$ cat src/rtl/touch_scan_ctrl.sv
// APB3-controlled scan sequencer for a resistive touch ADC: X, Y, Z1 SPI frames
// (mode 0, 24 clocks each), stored atomically into readable result registers.
module touch_scan_ctrl #(
  parameter int CLKDIV_RST = 4,
  parameter int GAP_CYCLES = 16
) (
  input  logic        PCLK,
  input  logic        PRESERN,
  input  logic        PSEL,
  input  logic        PENABLE,
  input  logic        PWRITE,
  input  logic [31:0] PADDR,
  input  logic [31:0] PWDATA,
  output logic [31:0] PRDATA,
  output logic        PREADY,
  output logic        PSLVERR,
  output logic        SCLK,
  output logic        MOSI,
  output logic        CS_N,
  input  logic        MISO,
  input  logic        PENIRQ_N,
  output logic        IRQ
);

  typedef enum logic [2:0] {IDLE, WAIT_PEN, XFER, STORE, GAP} state_t;

  localparam logic [15:0] GAP_LAST = 16'(GAP_CYCLES - 1);
  localparam logic [5:0]  HS_LAST  = 6'd49;

  state_t      state, nxt;
  logic        frame_start;

  logic        acc, wr;
  logic [2:0]  reg_sel;
  logic        wr_ctrl, wr_start, wr_status, wr_clkdiv;

  logic [2:0]  ctrl;
  logic [7:0]  clkdiv;
  logic        done;
  logic [11:0] x_reg, y_reg, z_reg;
  logic        pen_s1, pen_s2, pen;

  logic [7:0]  div_lat, div_cnt;
  logic [5:0]  hstep, hstep_n;
  logic [1:0]  ch, ch_nxt;
  logic [11:0] res_sh, x_tmp, y_tmp, z_tmp;
  logic [15:0] gap_cnt;
  logic        abort_q;
  logic        sclk_q, mosi_q, cs_n_q;
  logic        tick, frame_end, do_abort;
  logic [7:0]  cmd_cur, cmd_nxt;
  logic        unused_bits;

  function automatic logic [7:0] cmd_byte(input logic [1:0] c);
    case (c)
      2'd0:    return 8'hD0;
      2'd1:    return 8'h90;
      default: return 8'hB0;
    endcase
  endfunction

  assign acc       = PSEL & PENABLE;
  assign wr        = acc & PWRITE;
  assign reg_sel   = PADDR[4:2];
  assign wr_ctrl   = wr && (reg_sel == 3'd0);
  assign wr_start  = wr && (reg_sel == 3'd1);
  assign wr_status = wr && (reg_sel == 3'd2);
  assign wr_clkdiv = wr && (reg_sel == 3'd5);

  assign pen       = ~pen_s2;
  assign tick      = (div_cnt == div_lat);
  assign frame_end = (state == XFER) && tick && (hstep == HS_LAST);
  assign do_abort  = abort_q | ~ctrl[0];
  assign hstep_n   = hstep + 6'd1;
  assign ch_nxt    = (state == XFER) ? ch + 2'd1 : 2'd0;
  assign cmd_cur   = cmd_byte(ch);
  assign cmd_nxt   = cmd_byte(ch_nxt);

  assign PREADY      = 1'b1;
  assign PSLVERR     = 1'b0;
  assign SCLK        = sclk_q;
  assign MOSI        = mosi_q;
  assign CS_N        = cs_n_q;
  assign IRQ         = done & ctrl[2];
  assign unused_bits = ^{PADDR[31:5], PADDR[1:0], PWDATA[31:8]};

  always_comb begin
    PRDATA = 32'd0;
    if (acc && !PWRITE) begin
      case (reg_sel)
        3'd0:    PRDATA = {29'd0, ctrl};
        3'd2:    PRDATA = {29'd0, pen, done, state != IDLE};
        3'd3:    PRDATA = {4'd0, y_reg, 4'd0, x_reg};
        3'd4:    PRDATA = {20'd0, z_reg};
        3'd5:    PRDATA = {24'd0, clkdiv};
        default: PRDATA = 32'd0;
      endcase
    end
  end

  always_ff @(posedge PCLK or negedge PRESERN) begin
    if (!PRESERN) state <= IDLE;
    else          state <= nxt;
  end

  always_comb begin
    nxt         = state;
    frame_start = 1'b0;
    case (state)
      IDLE:     if (ctrl[0] && (wr_start || ctrl[1])) nxt = WAIT_PEN;
      WAIT_PEN: begin
        if (!ctrl[0]) nxt = IDLE;
        else if (pen) begin
          nxt         = XFER;
          frame_start = 1'b1;
        end
      end
      XFER: begin
        if (frame_end) begin
          if (do_abort)         nxt = IDLE;
          else if (ch == 2'd2)  nxt = STORE;
          else                  frame_start = 1'b1;
        end
      end
      STORE:    nxt = ctrl[1] ? GAP : IDLE;
      GAP: begin
        if (!ctrl[0])                nxt = IDLE;
        else if (gap_cnt == GAP_LAST) nxt = WAIT_PEN;
      end
      default:  nxt = IDLE;
    endcase
  end

  // Register file, pen synchronizer and atomic result update.
  always_ff @(posedge PCLK or negedge PRESERN) begin
    if (!PRESERN) begin
      ctrl   <= 3'd0;
      clkdiv <= 8'(CLKDIV_RST);
      done   <= 1'b0;
      x_reg  <= 12'd0;
      y_reg  <= 12'd0;
      z_reg  <= 12'd0;
      pen_s1 <= 1'b1;
      pen_s2 <= 1'b1;
    end else begin
      pen_s1 <= PENIRQ_N;
      pen_s2 <= pen_s1;
      if (wr_ctrl)   ctrl   <= PWDATA[2:0];
      if (wr_clkdiv) clkdiv <= PWDATA[7:0];
      if (state == STORE) begin
        done  <= 1'b1;
        x_reg <= x_tmp;
        y_reg <= y_tmp;
        z_reg <= z_tmp;
      end else if (wr_status && PWDATA[1]) begin
        done <= 1'b0;
      end
    end
  end

  // SPI frame engine: hstep 0 is the CS_N lead, odd steps SCLK high, 49 is the CS_N-high tail.
  always_ff @(posedge PCLK or negedge PRESERN) begin
    if (!PRESERN) begin
      div_lat <= 8'd0;
      div_cnt <= 8'd0;
      hstep   <= 6'd0;
      ch      <= 2'd0;
      res_sh  <= 12'd0;
      x_tmp   <= 12'd0;
      y_tmp   <= 12'd0;
      z_tmp   <= 12'd0;
      gap_cnt <= 16'd0;
      abort_q <= 1'b0;
      sclk_q  <= 1'b0;
      mosi_q  <= 1'b0;
      cs_n_q  <= 1'b1;
    end else begin
      gap_cnt <= (state == GAP) ? gap_cnt + 16'd1 : 16'd0;
      if (state == XFER) abort_q <= abort_q | (wr_ctrl & ~PWDATA[0]);
      else               abort_q <= 1'b0;

      if (frame_end) begin
        case (ch)
          2'd0:    x_tmp <= res_sh;
          2'd1:    y_tmp <= res_sh;
          default: z_tmp <= res_sh;
        endcase
      end

      if (frame_start) begin
        div_lat <= clkdiv;
        div_cnt <= 8'd0;
        hstep   <= 6'd0;
        ch      <= ch_nxt;
        res_sh  <= 12'd0;
        cs_n_q  <= 1'b0;
        sclk_q  <= 1'b0;
        mosi_q  <= cmd_nxt[7];
      end else if (state == XFER) begin
        if (!tick) begin
          div_cnt <= div_cnt + 8'd1;
        end else if (hstep != HS_LAST) begin
          div_cnt <= 8'd0;
          hstep   <= hstep_n;
          if (hstep_n == HS_LAST) begin
            cs_n_q <= 1'b1;
            mosi_q <= 1'b0;
          end else if (hstep_n[0]) begin
            sclk_q <= 1'b1;
            // Rising edges 10..21 carry the 12-bit conversion result.
            if (hstep_n >= 6'd19 && hstep_n <= 6'd41) res_sh <= {res_sh[10:0], MISO};
          end else begin
            sclk_q <= 1'b0;
            mosi_q <= (hstep_n < 6'd16) ? cmd_cur[3'd7 - hstep_n[3:1]] : 1'b0;
          end
        end
      end
    end
  end

endmodule

$ cat config.mk
export PLATFORM = sky130hd
export DESIGN_NAME = touch_scan_ctrl
export DESIGN_NICKNAME = d
export VERILOG_FILES = /design/src/rtl/touch_scan_ctrl.sv
export SDC_FILE = /design/constraint.sdc
export NUM_CORES = 1
export LEC_CHECK = 0
export ABC_AREA = 1
export BUFFER_PORTS_ARGS = -buffer_cell sky130_fd_sc_hd__clkbuf_2
export CORE_MARGIN = 1.5
export CORE_UTILIZATION = 52
export DETAILED_ROUTE_END_ITERATION = 16
export GPL_TIMING_DRIVEN = 0
export PLACE_DENSITY_LB_ADDON = 0.25
export SYNTH_ARGS = -nofsm -noshare
export SYNTH_HDL_FRONTEND = slang
export SYNTH_SLANG_ARGS = --single-unit
$ cat constraint.sdc
create_clock -name PCLK -period 2.4 [get_ports PCLK]
set_input_delay 0.72 -clock PCLK [delete_from_list [all_inputs] [get_ports PCLK]]
set_output_delay 0.72 -clock PCLK [all_outputs]
set_load 0.05 [all_outputs]
# After elaboration in Yosys (flattened, before gate mapping)
# Cells that the tools add are included.
dict set report totals {
  register_bits 145
}
dict set report op_classes {
  n_addsub 5
  magnitude_cmp 4
  n_eq_ne 24
  n_mux 59
  bitwise_logic 10
  n_reduce_logical 34
}
# op n
set op_table {}
lappend op_table {{$pmux 28 s5} 1}
lappend op_table {{$mux 12} 7}
lappend op_table {{$mux 8} 4}
lappend op_table {{$mux 28} 1}
lappend op_table {{$mux 1} 27}
lappend op_table {{$mux 3} 9}
lappend op_table {{$mux 6} 4}
lappend op_table {{$add 16x1->16 const B} 1}
lappend op_table {{$eq 16x4->1 const B} 1}
lappend op_table {{$mux 16} 1}
lappend op_table {{$pmux 3 s5} 1}
lappend op_table {{$pmux 7 s2} 1}
lappend op_table {{$reduce_bool 2->1} 7}
lappend op_table {{$eq 3x2->1 const B} 4}
lappend op_table {{$eq 6x6->1 const B} 2}
lappend op_table {{$reduce_and 4->1} 3}
lappend op_table {{$logic_and 1x1->1} 10}
lappend op_table {{$eq 3x3->1 const B} 3}
lappend op_table {{$ne 3x2->1 const B} 3}
lappend op_table {{$add 8x1->8 const B} 1}
lappend op_table {{$eq 8x8->1} 1}
lappend op_table {{$reduce_and 2->1} 4}
lappend op_table {{$add 6x1->6 const B} 1}
lappend op_table {{$eq 3x1->1 const B} 2}
lappend op_table {{26 further kinds} 37}

# Longest topological paths before layout
dict set report depth {
  ltp_word 11
  depth_mapped 13
  ltp_nobuf 12
}

# Worst setup path before layout
# Ideal clock, no wire load.
dict set report synth_timing {
  kind {input -> output}
  start {in PENABLE}
  end {out PRDATA[17]}
  t_arrival_ns 2.373
  required_ns 1.680
  path_slack_ns -0.693
  stages 5
  n_path_buf 1
  path_cell_list {inv_1 nor3_1 clkinv_1 buf_2 nor2_1}
}
dict set report synth_between {
  elab_chain_len 3
}
# element line
set synth_rtl {}
lappend synth_rtl {{from (decl)} 10} ;# input logic PENABLE,
lappend synth_rtl {{$and 1x1->1} 62} ;# assign acc = PSEL & PENABLE;
lappend synth_rtl {{$logic_and 1x1->1} 89} ;# if (acc && !PWRITE) begin
lappend synth_rtl {{$mux 28} 89}
lappend synth_rtl {{to (decl)} 14} ;# output logic [31:0] PRDATA,
# Every way passes these cells.

# Worst setup path after layout
dict set report layout_timing {
  start {in PADDR[3]}
  end {out PRDATA[0]}
}
dict set report layout_between {
  elab_chain_len 3
  elab_cells_between_ends 7
}
# element line
set layout_rtl {}
lappend layout_rtl {{from (decl)} 12} ;# input logic [31:0] PADDR,
lappend layout_rtl {{$eq 3x3->1 (tied with other cells)} 90} ;# case (reg_sel)
lappend layout_rtl {{$pmux 28 s5 (*)} 90}
lappend layout_rtl {{$mux 28 (*)} 89}
# Mark *: on every way between the ends. The rest lies on a longest branch, timed or not.

==> results by group <==
Critical path
  – Critical Path RT: about 1.7 ns
  – CP endpoint kind: output pin
  – Critical path startpoint category: primary input
  – Reg-to-Reg Start: hstep[1]
  – Arr. time, crit path: ~1.9 ns
  – Largest fanout on the critical path: 3
  – Worst setup path class: primary input to output pin
  – CP Launch Point: PADDR[3]

GRT
  – Vias in the first global route: 5928
  – Remaining Overflow, GRT: 0
  – GRT Total Usage: 0.273
  – Initial antenna violation count: 0
  – Global-route wire length before repair: ~30000 um
  – Largest net degree at the start of global routing: 85

Timing
  – Final WS setup: -0.199 ns
  – Endpoints failing hold: 0
  – Setup-failing EPs final: 24
  – Slew @ Worst Pin: ~0.66 ns
  – Period utilization: 1.08
  – RSZ-0062 raised after global routing: yes
  – Period minus WS final: between 2 and 3 ns
  – Final Max Tran Viols: 0
  – Clock Skew: 0.00959 ns
  – Fmax: 385 MHz
  – Slew headroom: 0.557

Logic synthesis
  – Synthesized netlist cell count: 806
  – FF+latch count, synth: around 150
  – Synth Warn #: 0
  – Register area share after synthesis: 0.514
  – Number of flops mapped to enable cells by yosys: 0
  – Count of different cell masters after synthesis: 42
  – Synthesized area: 7070 um^2
  – Post-synth ARST share: 1.00
  – Post-synth top flop: dfrtp_1
  – Post-Syn Area per Cell: 8.78 um^2

Power and ir drop
  – Leak Pwr: 4.60 nW
  – Worst vdd ir: 0.000576 V
  – Tot Pwr: 7.35 mW
  – Power per Cell Area: approximately 800 nW/um^2

Die
  – # rows: 42
  – Core Box Area: between 10000 and 15000 um^2
  – Initial Utilization: 0.534
  – DIE AREA: ~14000 um^2
  – Die X: 120 um
  – I/O pin count: 109
  – Die height: 120 um

Route
  – DRT Pass-1 Iters: 5
  – Drt drc: 0
  – Post-route ant nets: 0
  – Vias per cell: 5.36
  – DR vias: 5821
  – WL per Instance: 16.9 um
  – Initial DRC Count: 515
  – Final WL: 18300 um

Final layout
  – Layout cell share with drive strength beyond 1: 0.305
  – Layout area overhead: 31.4%
  – Fin util: 0.702
  – Ant. Diodes: 0
  – Post-Layout Cell Count: approximately 1100
  – Most flops, register: gap_cnt
  – Max reg flops: 16
  – Layout Nets: 976

Placement
  – Post-DP HPWL: 11100 um
  – RePlAce Congestion: approximately 0.89
  – IO buf count: 45
  – Placed Instances: 1036

Min path
  – Hold WC Path Type: primary input to async pin

Clock tree
  – CTS Buffer Depth: 2
  – Post-cts hold buffer count: 0
  – Clk pin slew, worst setup/hold paths: 0.06 ns
  – Clock root cell: clkbuf_16
  – Max H-tree Level: 4
  – TritonCTS clock tree: built
  – Worst skew pair latency: 0.43 ns
  – CTS Sinks: between 100 and 150
  – Number of CTS-inserted buffers: 17

Job
  – Max_cap viols: 0

Status
  – Status: finished with violations
  – Violated checks: negative setup slack
==> cell families after synthesis <==
| kind of cell | count (synthesis) | share of synthesized area |
|---|---|---|
| muxes | 42 | 0.0669 |
| other | 2 | 0.00106 |
| adders and majority gates | 9 | 0.0159 |
| and+or+nand+nor | 364 | 0.228 |
| DFF | 145 | 0.514 |
| xor gates and xnor gates | 6 | 0.00743 |
| AOI/OAI and AO/OA | 106 | 0.0808 |
| buffers and inverters | 132 | 0.0863 |
==> worst max-delay path, stage by stage <==
cell	delay, ns
clkbuf_16	0.14
inv_8	0.06
nor3_4	0.03
buf_6	0.12
buf_6	0.12
nand2_2	0.05
o221ai_2	0.08
a221oi_2	0.31
nor2_4	0.08
buf_8	0.16
==> repair_timing <==
action	4_1_cts	5_1_grt
setup endpoints to repair	24	24
gates cloned	4	0
gates resized for setup	138	35
pin swaps	17	7
buffers inserted	16	0
==> power by group <==
part	total, mW	internal (mW)	switching (mW)
sequential	2.85	2.65	0.205
clock	2.53	1.44	1.10
combinational	1.97	0.685	1.28
total	7.35	4.77	2.58
==> stage by stage <==
step                TNS, ns  instance area, um^2  hold slack, ns  setup WS, ns
floorplan            -0.461                 7340           0.345       -0.0461
global placement    -272.32                 7790           0.347         -1.84
detailed placement   -10.69                 7830           0.347        -0.505
CTS                   -2.99                 9220           0.283        -0.183
global route          -4.05                 9290           0.305        -0.238
finish                -3.20                 9290           0.276        -0.199
==> cell usage in the layout, fill, tap and decap left out, types with 2 or more instances in the layout <==
cell        Yosys  routed
o21ai_1        12      13
a21oi_4         0       5
clkbuf_8        0       4
buf_16          0       2
buf_4          10      16
nor2_2          3       3
nor3_1         12       9
nor2_1         74      59
conb_1          2      10
buf_12          0       4
buf_2          10       9
inv_8           0       4
clkinv_2        0       3
clkbuf_16       0      28
a221oi_2        0       2
dfstp_2         4       4
nand4_1        20      20
buf_6           5       9
dfrtp_1       141     141
clkbuf_1        5       3
buf_8           2      22
nand3_1        43      37
o21ai_0        66      65
inv_2           7       9
a21oi_1        19      14
nand2_4         1      19
nand2_2         9      19
nand2_1       191     162
inv_1          87      77
clkinvlp_4      0      10
nor2_4          0      15
ha_1            9       9
xor2_1          6       6
inv_6           0       3
nor3_4          0       3
mux2_2         42      42
nand3_2         2       8
clkinv_4        0       3
clkbuf_2        4      19
nor4_1          3       3
==> Yosys cell counts (all sizes together), types with 2 or more instances <==
master	count	share of area
nand2	201	0.11
nor3	12	0.0085
mux2	42	0.067
nand4	22	0.022
dfstp	4	0.015
clkinv	2	0.0011
inv	94	0.050
ha	9	0.016
nor4	4	0.0044
buf	27	0.030
xor2	6	0.0074
nor2	78	0.045
nand3	46	0.036
a21oi	19	0.013
dfrtp	141	0.50
o21ai	78	0.055
a221oi	2	0.0025
conb	2	0.0011
clkbuf	9	0.0055
==> cell type report <==
type	instances	area [um^2]
buffer	36	319
clock buffer	18	429
clock inverter	14	133
fill	951	3950
inverter	96	408
multi-input combinational	537	3300
sequential	145	3630
tap	176	220
timing repair buffer	63	853
==> per-layer routing <==
metal	GRT usage	share of wire	vias up
met5	0	0	-
met4	0.116	0.030	0
met3	0.0604	0.046	46
met2	0.436	0.49	171
met1	0.362	0.44	2813
li1	-	-	2791
==> path summary, 6_finish.rpt <==
kind,to,slack (ns),cells past startpoint
max in group asynchronous,CS_N,1.32,2
hold reg to reg,pen_s2,0.36,0
setup reg to reg,ch[1],0.31,8
hold / removal,gap_cnt[7],0.28,1
min in group PCLK,pen_s2,0.36,0
setup / recovery,PRDATA[0],-0.20,10
Note: power is estimated with default switching activity, not from simulation.
